<file path="src/rtl/rf_pkg.sv">
// Shared types and constants for the register-file writeback arbiter.
package rf_pkg;

    localparam int unsigned RF_ADDR_W = 5;
    localparam int unsigned RF_DATA_W = 32;
    localparam logic [RF_ADDR_W-1:0] RF_ZERO_REG = 5'd0;

    typedef struct packed {
        logic [RF_ADDR_W-1:0] addr;
        logic [RF_DATA_W-1:0] data;
    } wb_req_t;

    typedef enum logic [0:0] {NORMAL, BOOST} arb_state_e;

    function automatic logic is_zero_reg(input logic [RF_ADDR_W-1:0] addr);
        return addr == RF_ZERO_REG;
    endfunction

endpackage

</file>
<file path="src/rtl/rf_wb_arbiter_if.sv">
// Writeback arbiter bus: two requesters in, registered RF write port out.
// Bypass signals exist only when RF_WB_ARB_BYPASS_EN is defined.
interface rf_wb_arbiter_if;
    import rf_pkg::*;

    logic                 req0_valid;
    logic [RF_ADDR_W-1:0] req0_addr;
    logic [RF_DATA_W-1:0] req0_data;
    logic                 req0_ready;
    logic                 req1_valid;
    logic [RF_ADDR_W-1:0] req1_addr;
    logic [RF_DATA_W-1:0] req1_data;
    logic                 req1_ready;
    logic                 rf_we;
    logic [RF_ADDR_W-1:0] rf_waddr;
    logic [RF_DATA_W-1:0] rf_wdata;
    logic                 starved;
`ifdef RF_WB_ARB_BYPASS_EN
    logic [RF_ADDR_W-1:0] rd_addr1;
    logic [RF_ADDR_W-1:0] rd_addr2;
    logic [RF_DATA_W-1:0] rf_rdata1;
    logic [RF_DATA_W-1:0] rf_rdata2;
    logic [RF_DATA_W-1:0] rd_data1;
    logic [RF_DATA_W-1:0] rd_data2;
`endif

    modport master (
        output req0_valid, req0_addr, req0_data, req1_valid, req1_addr, req1_data,
`ifdef RF_WB_ARB_BYPASS_EN
        output rd_addr1, rd_addr2, rf_rdata1, rf_rdata2,
        input  rd_data1, rd_data2,
`endif
        input  req0_ready, req1_ready, rf_we, rf_waddr, rf_wdata, starved
    );

    modport slave (
        input  req0_valid, req0_addr, req0_data, req1_valid, req1_addr, req1_data,
`ifdef RF_WB_ARB_BYPASS_EN
        input  rd_addr1, rd_addr2, rf_rdata1, rf_rdata2,
        output rd_data1, rd_data2,
`endif
        output req0_ready, req1_ready, rf_we, rf_waddr, rf_wdata, starved
    );

endinterface

</file>
<file path="src/rtl/rf_starve_ctr.sv">
// Counts consecutive stalled cycles of requester 1 and flags promotion to BOOST.
module rf_starve_ctr #(
    parameter int unsigned STARVE_LIMIT = 4,
    parameter int unsigned CNT_W        = 3
) (
    input  logic CLK,
    input  logic RST_N,
    input  logic i_normal,
    input  logic i_req1_valid,
    input  logic i_req1_ready,
    output logic o_promote
);

    logic [CNT_W-1:0] r_cnt;
    logic             w_stall;

    assign w_stall   = i_req1_valid & ~i_req1_ready;
    assign o_promote = i_normal & w_stall & (r_cnt == CNT_W'(STARVE_LIMIT - 1));

    always_ff @(posedge CLK or negedge RST_N) begin
        if (!RST_N) begin
            r_cnt <= '0;
        end else if (!i_req1_valid || i_req1_ready) begin
            r_cnt <= '0;
        end else if (i_normal && (r_cnt != '1)) begin
            r_cnt <= r_cnt + 1'b1;
        end
    end

endmodule

</file>
<file path="src/rtl/rf_wb_arbiter.sv">
// Two-requester writeback arbiter for the RF write port with starvation boost.
// Optional same-cycle read bypass under RF_WB_ARB_BYPASS_EN.
module rf_wb_arbiter
    import rf_pkg::*;
#(
    parameter int unsigned STARVE_LIMIT = 4,
    parameter int unsigned CNT_W        = 3
) (
    input  logic            CLK,
    input  logic            RST_N,
    rf_wb_arbiter_if.slave  bus
);

    arb_state_e           r_state;
    logic                 r_rf_we;
    logic [RF_ADDR_W-1:0] r_rf_waddr;
    logic [RF_DATA_W-1:0] r_rf_wdata;
    logic                 w_ready0;
    logic                 w_ready1;
    logic                 w_xfer;
    logic                 w_promote;
    wb_req_t              w_win;

    // Readies are forced low while in reset so nothing is accepted then.
    always_comb begin
        w_ready0 = 1'b0;
        w_ready1 = 1'b0;
        if (RST_N) begin
            if (r_state == BOOST) begin
                w_ready1 = bus.req1_valid;
                w_ready0 = bus.req0_valid & ~bus.req1_valid;
            end else begin
                w_ready0 = bus.req0_valid;
                w_ready1 = bus.req1_valid & ~bus.req0_valid;
            end
        end
    end

    assign w_xfer = w_ready0 | w_ready1;
    assign w_win  = w_ready1 ? wb_req_t'{addr: bus.req1_addr, data: bus.req1_data}
                             : wb_req_t'{addr: bus.req0_addr, data: bus.req0_data};

    rf_starve_ctr #(
        .STARVE_LIMIT (STARVE_LIMIT),
        .CNT_W        (CNT_W)
    ) u_starve_ctr (
        .CLK          (CLK),
        .RST_N        (RST_N),
        .i_normal     (r_state == NORMAL),
        .i_req1_valid (bus.req1_valid),
        .i_req1_ready (w_ready1),
        .o_promote    (w_promote)
    );

    always_ff @(posedge CLK or negedge RST_N) begin
        if (!RST_N) begin
            r_state    <= NORMAL;
            r_rf_we    <= 1'b0;
            r_rf_waddr <= '0;
            r_rf_wdata <= '0;
        end else begin
            r_rf_we <= w_xfer && !is_zero_reg(w_win.addr);
            if (w_xfer) begin
                r_rf_waddr <= w_win.addr;
                r_rf_wdata <= w_win.data;
            end
            unique case (r_state)
                NORMAL:  if (w_promote) r_state <= BOOST;
                BOOST:   if (!bus.req1_valid || w_ready1) r_state <= NORMAL;
                default: r_state <= NORMAL;
            endcase
        end
    end

    assign bus.req0_ready = w_ready0;
    assign bus.req1_ready = w_ready1;
    assign bus.rf_we      = r_rf_we;
    assign bus.rf_waddr   = r_rf_waddr;
    assign bus.rf_wdata   = r_rf_wdata;
    assign bus.starved    = (r_state == BOOST);

`ifdef RF_WB_ARB_BYPASS_EN
    // Forward the write being committed this cycle to the read ports.
    assign bus.rd_data1 = (r_rf_we && (r_rf_waddr == bus.rd_addr1) && !is_zero_reg(bus.rd_addr1))
                          ? r_rf_wdata : bus.rf_rdata1;
    assign bus.rd_data2 = (r_rf_we && (r_rf_waddr == bus.rd_addr2) && !is_zero_reg(bus.rd_addr2))
                          ? r_rf_wdata : bus.rf_rdata2;
`endif

endmodule

</file>
<file path="src/flat_wrapper.sv">
// flat-port wrapper written by rule: the top's interface ports become plain ports
module rf_wb_arbiter_flat import rf_pkg::*;
#(
    parameter int unsigned STARVE_LIMIT = 4,
    parameter int unsigned CNT_W        = 3
)
  (CLK, RST_N, bus_req0_valid, bus_req0_addr, bus_req0_data, bus_req1_valid, bus_req1_addr, bus_req1_data, bus_req0_ready, bus_req1_ready, bus_rf_we, bus_rf_waddr, bus_rf_wdata, bus_starved);
  rf_wb_arbiter_if bus_i ();
  input  logic CLK;
  input  logic RST_N;
  input wire logic [$bits(bus_i.req0_valid)-1:0] bus_req0_valid;
  input wire logic [$bits(bus_i.req0_addr)-1:0] bus_req0_addr;
  input wire logic [$bits(bus_i.req0_data)-1:0] bus_req0_data;
  input wire logic [$bits(bus_i.req1_valid)-1:0] bus_req1_valid;
  input wire logic [$bits(bus_i.req1_addr)-1:0] bus_req1_addr;
  input wire logic [$bits(bus_i.req1_data)-1:0] bus_req1_data;
  output wire logic [$bits(bus_i.req0_ready)-1:0] bus_req0_ready;
  output wire logic [$bits(bus_i.req1_ready)-1:0] bus_req1_ready;
  output wire logic [$bits(bus_i.rf_we)-1:0] bus_rf_we;
  output wire logic [$bits(bus_i.rf_waddr)-1:0] bus_rf_waddr;
  output wire logic [$bits(bus_i.rf_wdata)-1:0] bus_rf_wdata;
  output wire logic [$bits(bus_i.starved)-1:0] bus_starved;
  assign bus_i.req0_valid = bus_req0_valid;
  assign bus_i.req0_addr = bus_req0_addr;
  assign bus_i.req0_data = bus_req0_data;
  assign bus_i.req1_valid = bus_req1_valid;
  assign bus_i.req1_addr = bus_req1_addr;
  assign bus_i.req1_data = bus_req1_data;
  assign bus_req0_ready = bus_i.req0_ready;
  assign bus_req1_ready = bus_i.req1_ready;
  assign bus_rf_we = bus_i.rf_we;
  assign bus_rf_waddr = bus_i.rf_waddr;
  assign bus_rf_wdata = bus_i.rf_wdata;
  assign bus_starved = bus_i.starved;
  rf_wb_arbiter #(.STARVE_LIMIT(STARVE_LIMIT), .CNT_W(CNT_W)) u_core (.CLK(CLK), .RST_N(RST_N), .bus(bus_i));
endmodule
</file>
<file path="config.mk">
export PLATFORM = sky130hd
export DESIGN_NAME = rf_wb_arbiter_flat
export DESIGN_NICKNAME = d
export VERILOG_FILES = /design/src/rtl/rf_pkg.sv /design/src/rtl/rf_wb_arbiter_if.sv /design/src/rtl/rf_starve_ctr.sv /design/src/rtl/rf_wb_arbiter.sv /design/src/flat_wrapper.sv
export SDC_FILE = /design/constraint.sdc
export NUM_CORES = 1
export LEC_CHECK = 0
export ABC_AREA = 1
export CORE_MARGIN = 3
export CORE_UTILIZATION = 37
export DETAILED_ROUTE_END_ITERATION = 8
export GPL_TIMING_DRIVEN = 0
export PLACE_DENSITY_LB_ADDON = 0.05
export SLEW_MARGIN = 20
export SYNTH_ARGS = -nofsm -noshare
export SYNTH_HDL_FRONTEND = slang
export SYNTH_SLANG_ARGS = --single-unit
</file>
<file path="constraint.sdc">
create_clock -name CLK -period 1.8 [get_ports CLK]
set_input_delay 0.36 -clock CLK [delete_from_list [all_inputs] [get_ports CLK]]
set_output_delay 0.36 -clock CLK [all_outputs]
set_load 0.01 [all_outputs]
</file>
==> impl_metrics.yaml <==
route:
  wire_per_inst_microns: 15.0
  viasPerCell: 4.90
  vias: 2015
  wl_microns: 6160
  drt_iter0_markers: 62
  ant_nets: 0
  drcViolationCount: 0
  drt-pass1-iter-count: 4
global_route:
  grt_overflow: 0
  grt_pass1_vias: 2013
  antenna_found_initial: 0
  grt_pass1_wl_microns: 9980
  grt_usage_pct: 20.7
  grt_max_degree: 22
yosys:
  synth_nets: 293
  synth_seq_cells: 42
  yosysWarnings: 0
  syn_area_sq_um: 1940
  synthTopCellsByArea: "dfrtp_1, o22ai_1, nor3_1, nor2_1, nand2_1"
  synth_area_per_cell_sq_um: 9.15
  synth_cells: 212
  post_synth_num_cell_types: 21
  ys_seq_area_share_pct: 54.2
  synth_top_area_share_pct: 54.2
  synth_top_cell_by_area: "dfrtp_1"
floorplanning:
  coreArea_sq_um: 4880
  row_count: 25
  ios: 119
  start_util_pct: 39.8
  die-area_sq_um: 6150
  die-width_microns: 78.4
  fp.dieH_microns: 78.4
cts:
  h-tree-depth: 2
  cts.clk_slew.worst_paths_ns: 0.08
  clk_latency_ns: 0.30
  clock_sinks: 42
  cts_tree: "yes"
  cts_buffers: 5
  root_buffer: "clkbuf_8"
  cts_buffer_depth: 2
layout:
  fin_util_pct: 70.2
  syn2layout_area_growth_pct: 76.6
  drive_above_1_share_pct: 11.0
  fin_nets: 424
  n_fill_cell: 431
  instances_no_fill: 411
  seq_area_sq_um: 1050
  diodes: 0
  multi_input_area_sq_um: 738
placement:
  post-dp-hpwl_microns: 4480
  place.gp.congestion: 0.725
  dp.cells: 398
  io_buffers: 118
outcome:
  outcome: "completed"
sta:
  fin_crit_sh_pct: 95.4
  worst_pin_slew_ns: 0.978
  final_max_slew_viol_count: 0
  relSlewSlack_pct: 34.6
  setup_viol: 0
  period_minus_slack_ns: 1.72
  fmax_ghz: 0.582
  skew_ns: 0.00477
  hold_viol_final: 0
  rsz0062_at_grt: "no"
  tns_ns: 0
pwr:
  ir_worst_vdd_mv: 0.454
  power_density_nw_per_um2: 773
  leakage_nw: 1.44
setup_path:
  worstPathMaxFanout: 10
  worstSetupStartpoint: "u_core.bus.starved"
  cp_data_arrival_time_ns: 1.36
  critPathRequiredTime_ns: 1.44
  end_kind: "primary output"
  start_kind: "flop"
  r2r-start: "u_core.u_starve_ctr.r_cnt[0]"
  reg2reg_depth: 5
  crit_type: "reg -> out"
hold_path:
  hp-class: "in -> async"
run:
  cap_violations: 0
## cell type report
| class | instances | area share (%) |
|---|---|---|
| Buffer | 14 | 3.10 |
| Sequential cell | 42 | 30.7 |
| Timing Repair Buffer | 124 | 37.5 |
| Tap cell | 67 | 2.45 |
| Clock buffer | 8 | 3.21 |
| Multi-Input combinational cell | 143 | 21.5 |
| Inverter | 13 | 1.50 |
## registers in the layout, indices dropped and copies added, names as in the netlist
register,count
u_core.bus.starved,1
u_core.bus.rf_wdata,32
u_core.bus.rf_we,1
u_core.u_starve_ctr.r_cnt,3
u_core.bus.rf_waddr,5
## logic make-up after synthesis
family,synth area share (%)
compound gates,13.3
mux,0.580
fa+ha+maj,1.93
xor+xnor,0.451
simple gates,21.8
flops,54.2
buf+inv,7.80
## metrics by stage
stage | power [mW] | hold slack, ns | instance area [sq um] | setup slack, ns
floorplan | 1.44 | 0.0644 | 1940 | 0.370
detailed placement | 1.94 | 0.382 | 3230 | -0.793
global route | 2.79 | 0.0770 | 3430 | 0.0163
global placement | 1.92 | 0.469 | 3210 | -2.24
finish | 2.65 | 0.0865 | 3430 | 0.0826
CTS | 2.67 | 0.0801 | 3410 | 0.00160
## final timing paths
| check | endpoint | slack (ns) |
|---|---|---|
| max | bus_req1_ready | 0.08 |
| max reg2reg | u_core.u_starve_ctr.r_cnt[2] | 0.27 |
| min reg2reg | u_core.bus.rf_waddr[1] | 0.50 |
| min | u_core.bus.rf_waddr[1] | 0.09 |
| max in group asynchronous | u_core.bus.rf_wdata[6] | 0.44 |
| min in group CLK | u_core.bus.rf_waddr[1] | 0.50 |
## cells in the mapped netlist
cell and n:
o21ai_0 5, mux2_2 1, nand3b_1 1, nand2_1 19, nor2_1 39, buf_6 4
buf_2 7, a21oi_2 1, buf_4 3, o21ai_1 2, nand3_1 3, a21oi_1 1
dfrtp_1 42, inv_2 4, nor3_1 32, nand2_4 2, o21ai_2 1, ha_1 3
inv_1 9, o22ai_1 32, xnor2_1 1
## cells in the final DEF (no fill, tap or decap)
master           synthesis  routed
ha_1                     3       3
buf_4                    3       4
dlygate4sd3_1            0       2
o21ai_2                  1       1
o21ai_0                  5       5
nor2_1                  39      39
nand3b_1                 1       1
dlygate4sd2_1            0       2
xnor2_1                  1       1
o22ai_1                 32      32
inv_1                    9       9
dfrtp_1                 42      41
bufbuf_16                0       1
a21oi_2                  1       1
a21oi_1                  1       1
clkdlybuf4s15_1          0       1
clkbuf_8                 0       8
nor3_1                  32      32
mux2_2                   1       1
inv_2                    4       3
nand2_1                 19      19
buf_2                    7       7
inv_4                    0       1
buf_6                    4       5
buf_12                   0       1
clkdlybuf4s15_2          0       1
o21ai_1                  2       2
buf_16                   0       1
dfrtp_2                  0       1
nand3_1                  3       3
nand2_4                  2       2
clkdlybuf4s50_1          0     113
## metal layers
metal,share of wire [%],global-route usage [%]
met5,0,0
met4,1.9,6.29
met3,5.8,5.39
met2,48,34.8
met1,44,26.1
## worst max-delay path, cell delays in order (launching register included)
cell	delay (ns)
dfrtp_2	0.43
inv_2	0.07
nand2_4	0.06
nand2_4	0.08
inv_4	0.05
buf_6	0.14
clkdlybuf4s15_2	0.22
## power breakdown
group | total (mW) | internal (mW) | switching (mW) | leakage [nW]
Combinational | 0.805 | 0.487 | 0.318 | 0.914
Sequential | 1.13 | 1.07 | 0.0637 | 0.465
Clock | 0.714 | 0.387 | 0.326 | 0.0575
Total | 2.65 | 1.94 | 0.708 | 1.44
## what timing repair did
item | in CTS | in global routing
pin swaps | 0 | 1
hold endpoints to repair | 21 | 0
gates cloned | 1 | 0
setup buffers | 0 | 2
gates resized for setup | 13 | 1
hold buffers | 2 | 0
setup endpoints to repair | 2 | 1
No activity file was read; power rests on OpenSTA's default activity.
